==> src/rtl/regfile_wb_arbiter.sv <==
// Register-file write-port arbiter: merges in-order pipeline writeback with buffered MDU results.
// Also exports a pending-write mask of registers still held in the MDU FIFO, for decode hazard checks.
module regfile_wb_arbiter #(
  parameter int FIFO_DEPTH   = 4,
  parameter int STARVE_LIMIT = 8
) (
  input  logic        clk,
  input  logic        rst,
  input  logic        pipe_we,
  input  logic [4:0]  pipe_rd,
  input  logic [31:0] pipe_data,
  input  logic        mdu_valid,
  input  logic [4:0]  mdu_rd,
  input  logic [31:0] mdu_data,
  output logic        mdu_ready,
  output logic [4:0]  rd,
  output logic [31:0] write_data,
  output logic        reg_write_en,
  output logic [31:0] busy_mask,
  output logic        pipe_stall
);
  localparam int CW = $clog2(FIFO_DEPTH + 1);
  localparam int PW = $clog2(FIFO_DEPTH);
  localparam logic [7:0]    LIMIT    = 8'(STARVE_LIMIT);
  localparam logic [CW-1:0] FULL_CNT = CW'(FIFO_DEPTH);

  typedef struct packed {
    logic [4:0]  rd;
    logic [31:0] data;
  } wr_t;

  wr_t                   mem_q [FIFO_DEPTH];
  wr_t                   mem_d [FIFO_DEPTH];
  logic [FIFO_DEPTH-1:0] vld_q, vld_d;
  logic [PW-1:0]         rptr_q, rptr_d, wptr_q, wptr_d;
  logic [CW-1:0]         cnt_q, cnt_d;
  logic [7:0]            starve_q, starve_d;
  logic [4:0]            rd_q, rd_d;
  logic [31:0]           wdata_q, wdata_d;
  logic                  we_q, we_d;

  logic empty, pipe_eff, enq, deq, pipe_sel;

  // Arbitration: a forced stall hands the port to the FIFO head and drops any pipeline write.
  always_comb begin
    empty      = (cnt_q == '0);
    mdu_ready  = (cnt_q != FULL_CNT);
    pipe_stall = (starve_q == LIMIT);
    pipe_eff   = pipe_we && (pipe_rd != 5'd0);
    enq        = mdu_valid && mdu_ready && (mdu_rd != 5'd0);
    deq        = 1'b0;
    pipe_sel   = 1'b0;
    if (pipe_stall && !empty) deq = 1'b1;
    else if (pipe_eff)        pipe_sel = 1'b1;
    else if (!empty)          deq = 1'b1;
  end

  always_comb begin
    mem_d   = mem_q;
    vld_d   = vld_q;
    rptr_d  = rptr_q;
    wptr_d  = wptr_q;
    cnt_d   = cnt_q;
    // Enqueue never targets the head slot while dequeuing: that would require a full FIFO.
    if (deq) begin
      vld_d[rptr_q] = 1'b0;
      rptr_d        = rptr_q + 1'b1;
    end
    if (enq) begin
      mem_d[wptr_q] = '{rd: mdu_rd, data: mdu_data};
      vld_d[wptr_q] = 1'b1;
      wptr_d        = wptr_q + 1'b1;
    end
    case ({enq, deq})
      2'b10:   cnt_d = cnt_q + 1'b1;
      2'b01:   cnt_d = cnt_q - 1'b1;
      default: cnt_d = cnt_q;
    endcase

    if (deq || empty)                        starve_d = '0;
    else if (pipe_sel && starve_q != LIMIT)  starve_d = starve_q + 8'd1;
    else                                     starve_d = starve_q;

    we_d    = deq || pipe_sel;
    rd_d    = rd_q;
    wdata_d = wdata_q;
    if (deq) begin
      rd_d    = mem_q[rptr_q].rd;
      wdata_d = mem_q[rptr_q].data;
    end else if (pipe_sel) begin
      rd_d    = pipe_rd;
      wdata_d = pipe_data;
    end
  end

  always_comb begin
    busy_mask = '0;
    for (int i = 0; i < FIFO_DEPTH; i++)
      if (vld_q[i]) busy_mask[mem_q[i].rd] = 1'b1;
    busy_mask[0] = 1'b0;
  end

  always_ff @(posedge clk or posedge rst) begin
    if (rst) begin
      for (int i = 0; i < FIFO_DEPTH; i++) mem_q[i] <= '0;
      vld_q    <= '0;
      rptr_q   <= '0;
      wptr_q   <= '0;
      cnt_q    <= '0;
      starve_q <= '0;
      rd_q     <= '0;
      wdata_q  <= '0;
      we_q     <= 1'b0;
    end else begin
      mem_q    <= mem_d;
      vld_q    <= vld_d;
      rptr_q   <= rptr_d;
      wptr_q   <= wptr_d;
      cnt_q    <= cnt_d;
      starve_q <= starve_d;
      rd_q     <= rd_d;
      wdata_q  <= wdata_d;
      we_q     <= we_d;
    end
  end

  assign rd           = rd_q;
  assign write_data   = wdata_q;
  assign reg_write_en = we_q;
endmodule
==> config.mk <==
export PLATFORM = sky130hd
export DESIGN_NAME = regfile_wb_arbiter
export DESIGN_NICKNAME = d
export VERILOG_FILES = /design/src/rtl/regfile_wb_arbiter.sv
export SDC_FILE = /design/constraint.sdc
export NUM_CORES = 1
export LEC_CHECK = 0
export ABC_AREA = 1
export CAP_MARGIN = 0
export CORE_UTILIZATION = 56
export DETAILED_ROUTE_END_ITERATION = 7
export GPL_TIMING_DRIVEN = 0
export PLACE_DENSITY = 0.86
export SLEW_MARGIN = 10
export SYNTH_ARGS = -nofsm -noshare
export SYNTH_HDL_FRONTEND = slang
export SYNTH_SLANG_ARGS = --single-unit
==> constraint.sdc <==
create_clock -name clk -period 12 [get_ports clk]
set_input_delay 1.8 -clock clk [delete_from_list [all_inputs] [get_ports clk]]
set_output_delay 1.8 -clock clk [all_outputs]
set_load 0.01 [all_outputs]
# ---- After elaboration in Yosys (flattened, before gate mapping)
# Index checks and enable logic that the tools add are counted.
dict set report word_totals {
  inputBits 78
  out_inout_bits 72
  word_cells 106
  reg_bits 205
}
dict set report op_classes {
  eq_ne 5
  magnitude_cmp 15
  addsub 5
  n_mux 36
  n_reduce_logical 21
  bitwise_logic 8
}
# cell n
set ops {}
lappend ops {{32-bit 2-to-1 mux} 6}
lappend ops {{148-bit bitwise mux} 1}
lappend ops {{37-bit 2-to-1 mux} 3}
lappend ops {{32-bit OR} 3}
lappend ops {{37-bit binary-select mux with 2-bit select} 1}
lappend ops {{37-bit demux with 2-bit select} 1}
lappend ops {{5-bit by 6-bit < comparator with 1-bit output, second input constant} 4}
lappend ops {{1-bit demux with 5-bit select} 4}
lappend ops {{5-bit by 1-bit greater-or-equal comparator with 1-bit output, second input constant} 4}
lappend ops {{8-bit 2-to-1 mux} 2}
lappend ops {{1-bit logical AND} 12}
lappend ops {{1-bit 2-to-1 mux} 11}
lappend ops {{5-bit 2-to-1 mux} 2}
lappend ops {{5-bit nonzero test} 2}
lappend ops {{8-bit by 1-bit adder with 8-bit output, second input constant} 1}
lappend ops {{8-bit by 4-bit equality test with 1-bit output, second input constant} 1}
lappend ops {{4-bit 2-to-1 mux} 2}
lappend ops {{8-bit by 4-bit != test with 1-bit output, second input constant} 1}
lappend ops {{3-bit greater-or-equal comparator, second input constant} 2}
lappend ops {{2-bit by 3-bit < comparator with 1-bit output, second input constant} 2}
lappend ops {{2-bit NOT with 3-bit output} 2}
lappend ops {{3-bit one-hot mux with 2 select lines} 1}
lappend ops {{2-bit nonzero test} 3}
lappend ops {{2-bit by 1-bit adder with 2-bit output, second input constant} 2}
lappend ops {{other kinds (14)} 17}

# ---- Logic depth before layout (Yosys ltp)
# Gate-level depths: netlist of run 1.
dict set report logic_depth {
  word_depth 11
  mapped_depth 12
  depth_no_buf 11
}

# ---- Worst setup path after synthesis of run 1
# No wires, ideal clock.
dict set report synth_path {
  path_type {input-to-reg}
  from {input mdu_valid}
  to {register cnt_q[2]}
  t_required_ns 11.869
  setup_slack_ns 8.599
  cell_stages 9
  t_arrival_ns 3.270
  path_cell_list {and2_2 > nand2_2 > buf_4 > buf_6 > ha_1 > fa_1 > a21oi_1 > o21ai_0 > xor2_1}
}
dict set report synth_between {
  elab_chain_cells 4
  elab_cells_between_ends 6
  cone_classes {eq/ne (2); mux (1); reduce/logical (3)}
}
# element line
set synth_lines {}
lappend synth_lines {{start: declaration} 12} ;# input logic mdu_valid,
lappend synth_lines {{1-bit logical AND * (2 in a row)} 50} ;# enq = mdu_valid && mdu_ready && (mdu_rd != 5'd0);
lappend synth_lines {{2-bit by 1-bit equality test with 1-bit output / 2-bit equality test (equally long branches)} 74} ;# case ({enq, deq})
lappend synth_lines {{3-bit one-hot mux with 2 select lines / 2-bit nonzero test (equally long branches)} n/a}
lappend synth_lines {{end signal: assignment} 119} ;# cnt_q <= cnt_d;
lappend synth_lines {{end: declaration} 36} ;# logic [CW-1:0] cnt_q, cnt_d;
# Mark *: on every way between the ends. The rest lies on a longest branch, timed or not.
# A chain may end at the register's enable or synchronous reset.

# ---- Worst setup path after layout of run 1
dict set report layout_path {
  from {register vld_q[1]}
  to {output busy_mask[4]}
}
dict set report layout_between {
  elab_chain_cells 5
}
# element line
set layout_lines {}
lappend layout_lines {{start: declaration} 34} ;# logic [FIFO_DEPTH-1:0] vld_q, vld_d;
lappend layout_lines {{start signal: assignment} 116} ;# vld_q <= vld_d;
lappend layout_lines {{32-bit 2-to-1 mux *} 99} ;# if (vld_q[i]) busy_mask[mem_q[i].rd] = 1'b1;
lappend layout_lines {{32-bit OR (no source line)} n/a}
lappend layout_lines {{32-bit 2-to-1 mux *} 99}
lappend layout_lines {{32-bit OR (no source line)} n/a}
lappend layout_lines {{32-bit 2-to-1 mux *} 99}
lappend layout_lines {{end: declaration} 19} ;# output logic [31:0] busy_mask,
# Marked as above.

==> flow_summary.ini, run 1 <==
[outcome]
status = finished, final reports clean

[yosys]
yosysTopAreaCellShare_pct = 48.20
synth_area_um2 = 10640
synthAdderAreaFrac_pct = 1.481
synth_top_family_by_area = simple AND/OR/NAND/NOR gates
yosys_warnings = 0
synth-edff-count = 0
yosys.area_share.simple_pct = 23.16
synthCells = 1391
synth.area.mux_share_pct = 0
synth_area_leaders = dfrtp_1 48%, nand2_1 15%, o21ai_0 6.0%
async_reset_ff_share_pct = 100.0
yosysSeqAreaShare_pct = 48.20
yosys_most_used_dff = dfrtp_1
synth_top_area_cell = dfrtp_1
synthXorXnorAreaFrac_pct = 0.6584
synth.net_count = 1481
synth_compound_area_share_pct = 16.87
synth.distinct_cells = 29
avgSynthCellArea_um2 = 7.651
ys_seq_elements = 205

[grt]
grt-busiest-layer = met2
grt_pass1_wl_um = 52520
grt_use_total_pct = 33.95
grt_util_met2_pct = 53.87
gr-total-overflow = 0
grt_pass1_vias = 10340
antenna_found_initial = 0
gr-usage-met1_pct = 44.47
grt_max_degree = 112
met3_usage_pct = 7.123

[min_path]
min_path_cells = 2
hold_start = write_data[26]
hold_path_end = write_data[26]
hp-class = reg -> reg

[clock_network]
cts.clk_slew.worst_paths_ns = 0.07
tritoncts = done
hold_buffers = 0
post_cts_resized = 0
cts_setup_buffers = 0
numCtsBuffers = 22
clockRootBuffer = clkbuf_16
cts_sinks = 205
cts_max_level = 1
cts_max_path_buffers = 3
insertion_delay_ns = 0.53

[drt]
drt_iter0_drc = 1219
drc = 0
final_antenna_net_count = 0
routed_wl_um = 32830
detailedRoute.firstPassIterationCount = 6
vias = 10640
routedWlPerCell_um = 18.11
viasPerCell = 5.870

[final_layout]
syn_to_final_growth_pct = 24.18
final_common_cell = nand2_1
drive_gt1_share_pct = 7.790
multi_input_comb_area_um2 = 4492
mostFrequentLayoutCells = 412 x nand2_1, 205 x dfrtp_1, 149 x inv_1
instances_no_fill = 1813
diodes = 0
fin_area_um2 = 13220
layout.nets = 1654
final-seq-area_um2 = 5130
filler_cell_count = 1463

[placed_design]
dpl-instance-area_um2 = 12450
dp_hpwl_um = 22050
portBuffers = 148
dp.cells = 1774
globalplace.congestion = 0.9614

[worst_setup_path]
crit_chain = inv_1 > nor3_1 > inv_1 > o22ai_1 > or2_2 > clkdlybuf4s50_1
worstPathArrival_ns = 2.75
required_ns = 10.20
critical_path_class = reg -> out
slowest_delay_ns = 0.69
rr_worst_depth = 11
cp-end-kind = output port
critPathSlowestCell = nor3_1
r2r_slack_ns = 9.51
path_delay_family = simple AND/OR/NAND/NOR gates
crit_path_start_kind = flop
cp_max_fo = 5
crit_top_cell = inv_1
r2r-start = starve_q[0]
cp.buffers_inverters = 3
reg2reg_to = cnt_q[1]

[timing]
hold_viol_final = 0
slew_headroom_pct = 39.70
skew_ns = 0.01766
rsz0062_at_grt = no
min_period_ns = 4.550
final-max-slew-violation-count = 0
max_slew.worst_pin.slew_ns = 0.8976
setup_viol = 0
setup_tns_ns = 0
post-route-period-util_pct = 37.92
max_freq_mhz = 219.8

[floorplan]
rows = 50
start_util_pct = 57.09
die_x_um = 139.9
die-area_um2 = 19560
ios = 150
die_h_um = 139.9
core_area_um2 = 18640

[power]
power_mw = 3.562
ir_drop_mv = 0.1629
power.density_nw_per_um2 = 269.5
p_leak_nw = 6.376

[run]
drv_cap = 0
-- worst reg2reg max path: stages (launching register included) --
cell	delay [ns]
dfrtp_1	0.41
inv_1	0.07
ha_1	0.14
nand3_1	0.10
nor2_2	0.20
nand2_1	0.13
nand2_2	0.24
buf_4	0.24
ha_1	0.22
fa_1	0.44
nor2_1	0.14
a21oi_1	0.06
-- routing by layer --
layer	part of all wire (%)	vias up
li1	-	4867
met1	40	4948
met2	46	716
met3	10	111
met4	3.8	0
met5	0	-
-- cells in the mapped netlist (4+ instances only) --
cell / number
o221ai_1: 17
o21ai_1: 72
a21oi_1: 90
clkbuf_1: 17
nor3_1: 6
o21ai_0: 127
or2_2: 12
o22a_1: 5
buf_6: 6
buf_4: 12
buf_2: 42
ha_1: 11
nor2_1: 31
inv_1: 150
nor2_2: 4
nand2_1: 412
o22ai_1: 25
nand3_1: 123
inv_2: 4
dfrtp_1: 205
xor2_1: 6
-- area by class of cell --
cell class / count / area share (%)
repair buffers: 149 / 11.42
multi-input cells: 952 / 33.99
plain buffers: 80 / 3.351
well taps: 234 / 2.215
clock buffers: 31 / 4.800
clock inverters: 8 / 0.9846
inverters: 154 / 4.431
flip-flops and latches: 205 / 38.81
-- power breakdown --
group	internal [mW]	switching, mW
combinational	0.605	1.03
clock	0.434	0.287
sequential	1.02	0.192
total	2.06	1.51
-- stage by stage --
step | hold WS (ns) | setup WS, ns | utilization [%]
after floorplan | 0.4468 | 4.604 | -
after global placement | 0.4617 | 1.915 | 66.60
after detailed placement | 0.4645 | 7.757 | 66.79
after CTS | 0.4817 | 7.572 | 70.89
after global routing | 0.4996 | 7.472 | 70.89
final | 0.4762 | 7.450 | 70.89
-- flip-flops by register name (all words and copies together), names as in the netlist --
signal	count
mem_q	148
write_data	32
starve_q	8
rd	5
vld_q	4
cnt_q	3
rptr_q	2
wptr_q	2
reg_write_en	1
-- cell families (layout without fill, tap and decap cells) --
family / Yosys count / in the layout
buffers and inverters: 234 / 422
XOR/XNOR: 8 / 8
other: 1 / 1
AO/OA/AOI/OAI: 336 / 336
adder cells (fa/ha/maj): 12 / 12
flip-flops: 205 / 205
AND/OR/NAND/NOR: 595 / 595
-- worst max path at each step --
stage                        end  depth (start not counted)       from  slack [ns]
finish              busy_mask[4]                          6   vld_q[1]        7.45
global route        busy_mask[4]                          6   vld_q[1]        7.47
CTS                 busy_mask[4]                          6   vld_q[1]        7.57
detailed placement      cnt_q[2]                         11  mdu_rd[2]        7.76
global placement       mem_q[24]                          2        rst        1.91
floorplan               cnt_q[0]                          1        rst        4.60
No activity file was read; power rests on OpenSTA's default activity.
==> run 2, diff against run 1 <==
--- a/config.mk
+++ b/config.mk
@@ -7,10 +7,10 @@
 export LEC_CHECK = 0
 export ABC_AREA = 1
 export CAP_MARGIN = 0
-export CORE_UTILIZATION = 56
+export CORE_UTILIZATION = 55
 export DETAILED_ROUTE_END_ITERATION = 7
 export GPL_TIMING_DRIVEN = 0
-export PLACE_DENSITY = 0.86
+export PLACE_DENSITY = 0.84
 export SLEW_MARGIN = 10
 export SYNTH_ARGS = -nofsm -noshare
 export SYNTH_HDL_FRONTEND = slang
==> constraint.sdc (replaced) <==
create_clock -name clk -period 4.3 [get_ports clk]
set_input_delay 0.645 -clock clk [delete_from_list [all_inputs] [get_ports clk]]
set_output_delay 0.645 -clock clk [all_outputs]
set_load 0.01 [all_outputs]
==> flow_summary.ini, run 2 (synthesis results as in run 1) <==
[grt]
grt_pass1_wl_um = 53030
grt_max_degree = 35
antenna_found_initial = 0
grt_pass1_vias = 10190
grt_use_total_pct = 33.84
gr-total-overflow = 0

[floorplan]
core_area_um2 = 18830
die-area_um2 = 19910
die_x_um = 141.1
start_util_pct = 56.52
die_h_um = 141.1
ios = 150
rows = 50

[final_layout]
final_common_cell = nand2_1
largest_reg_flops = 148
mostFrequentLayoutCells = 412 x nand2_1, 205 x dfrtp_1, 149 x inv_1
drive_gt1_share_pct = 8.202
diodes = 0
layout.nets = 1659
syn_to_final_growth_pct = 25.41
final_core_util_pct = 70.88
regMostFlops = mem_q

[clock_network]
cts_max_level = 1
insertion_delay_ns = 0.52
cts.clk_slew.worst_paths_ns = 0.07
numCtsBuffers = 22
post_cts_resized = 0
hold_buffers = 0
cts_sinks = 205
cts_setup_buffers = 0
clockRootBuffer = clkbuf_16
cts_max_path_buffers = 3
tritoncts = done

[power]
ir_drop_mv = 0.4644
p_leak_nw = 6.417
power.density_nw_per_um2 = 745.3

[worst_setup_path]
critical_path_class = reg -> out
cp_max_fo = 5
crit_path_start_kind = flop
crit_start = vld_q[1]
required_ns = 3.65
worstPathArrival_ns = 2.66
rr_worst_depth = 12
r2r-start = starve_q[0]
r2r_slack_ns = 1.76
cp-end-kind = output port

[timing]
setup_tns_ns = 0
setup_viol = 0
final-max-slew-violation-count = 0
worst_slack_ns = 0.9933
max_freq_mhz = 302.4
min_period_ns = 3.307
post-route-period-util_pct = 76.90
hold_viol_final = 0
slew_headroom_pct = 41.80
max_slew.worst_pin.slew_ns = 0.8664
rsz0062_at_grt = no
skew_ns = 0.02390

[placed_design]
dp_hpwl_um = 22590
globalplace.congestion = 0.9296
pre_cts_slack_ns = 1.168
portBuffers = 148

[min_path]
hp-class = reg -> reg
hold_start = write_data[26]
min_path_cells = 2

[drt]
drc = 0
routed_wl_um = 33180
final_antenna_net_count = 0
vias = 10650
viasPerCell = 5.770
detailedRoute.firstPassIterationCount = 5
drt_iter0_drc = 1116
routedWlPerCell_um = 17.98

[outcome]
status = finished, final reports clean

[run]
drv_cap = 0
==> run 2: changes by cell type in the layout (fill, tap and decap cells not counted), sizes merged <==
cell      previous run  this run
buf                 64        69
clkinv               4         5
inv                155       154
clkbuf              48        47
clkinvlp             0         2
==> run 2: area by class of cell <==
type	instances	area (um^2)
fill	1464	5484
sequential	205	5130
multi-input combinational	952	4492
timing repair buffer	154	1602
clock buffer	30	630.6
inverter	154	581.8
buffer	80	442.9
tap	260	325.3
clock inverter	10	142.6
==> run 2: metrics by stage <==
| stage | instance area (um^2) | power (mW) | cells | hold slack, ns |
|---|---|---|---|---|
| 5_1_grt | 13350 | 10.55 | 1845 | 0.4910 |
| 3_5_place_dp | 12570 | 7.782 | 1805 | 0.4636 |
| 2_1_floorplan | 10650 | 6.044 | 1391 | 0.4468 |
| 3_3_place_gp | 12450 | 7.618 | 1799 | 0.4598 |
| 6_report | 13350 | 9.947 | 1845 | 0.4736 |
| 4_1_cts | 13350 | 9.860 | 1845 | 0.4810 |
==> run 2: path summary, 6_finish.rpt <==
kind                                  end
hold / removal             write_data[26]
min in group asynchronous   write_data[9]
setup reg to reg                 cnt_q[2]
max in group asynchronous       mem_q[66]
hold reg to reg            write_data[26]
setup / recovery             busy_mask[4]
==> run 2: per-layer routing <==
layer	GRT usage, %	wire length, um
met1	45.78	13030
met2	55.26	15610
met4	12.59	1024
met5	0	0
met3	5.197	3516
==> run 2: power by group <==
part	internal [mW]	switching [mW]	total, mW
Combinational	1.70	2.87	4.57
Sequential	2.84	0.527	3.37
Clock	1.21	0.799	2.01
Total	5.75	4.20	9.95
==> run 2: critical path, stage by stage (launching register included) <==
cell and delay, ns:
dfrtp_1 0.44, inv_1 0.06, nor3_1 0.66, inv_1 0.19
o22ai_1 0.14, or2_2 0.13, clkdlybuf4s50_1 0.52
==> run 3, diff against run 2 <==
==> constraint.sdc (replaced) <==
create_clock -name clk -period 3.19 [get_ports clk]
set_input_delay 0.4785 -clock clk [delete_from_list [all_inputs] [get_ports clk]]
set_output_delay 0.4785 -clock clk [all_outputs]
set_load 0.01 [all_outputs]
==> results of run 3 <==
The final DEF is identical to that of run 2. Status: finished, final reports clean.
Among the figures that moved: setup slack after placement 1.168 ns -> 0.2248 ns; setup slack after layout 0.9933 ns -> 0.04977 ns; hold slack 0.4736 ns -> 0.3718 ns; register-to-register setup slack 1.76 ns -> 0.65 ns; total power 9.947 mW -> 13.41 mW; worst IR drop on VDD 0.4644 mV -> 0.6259 mV
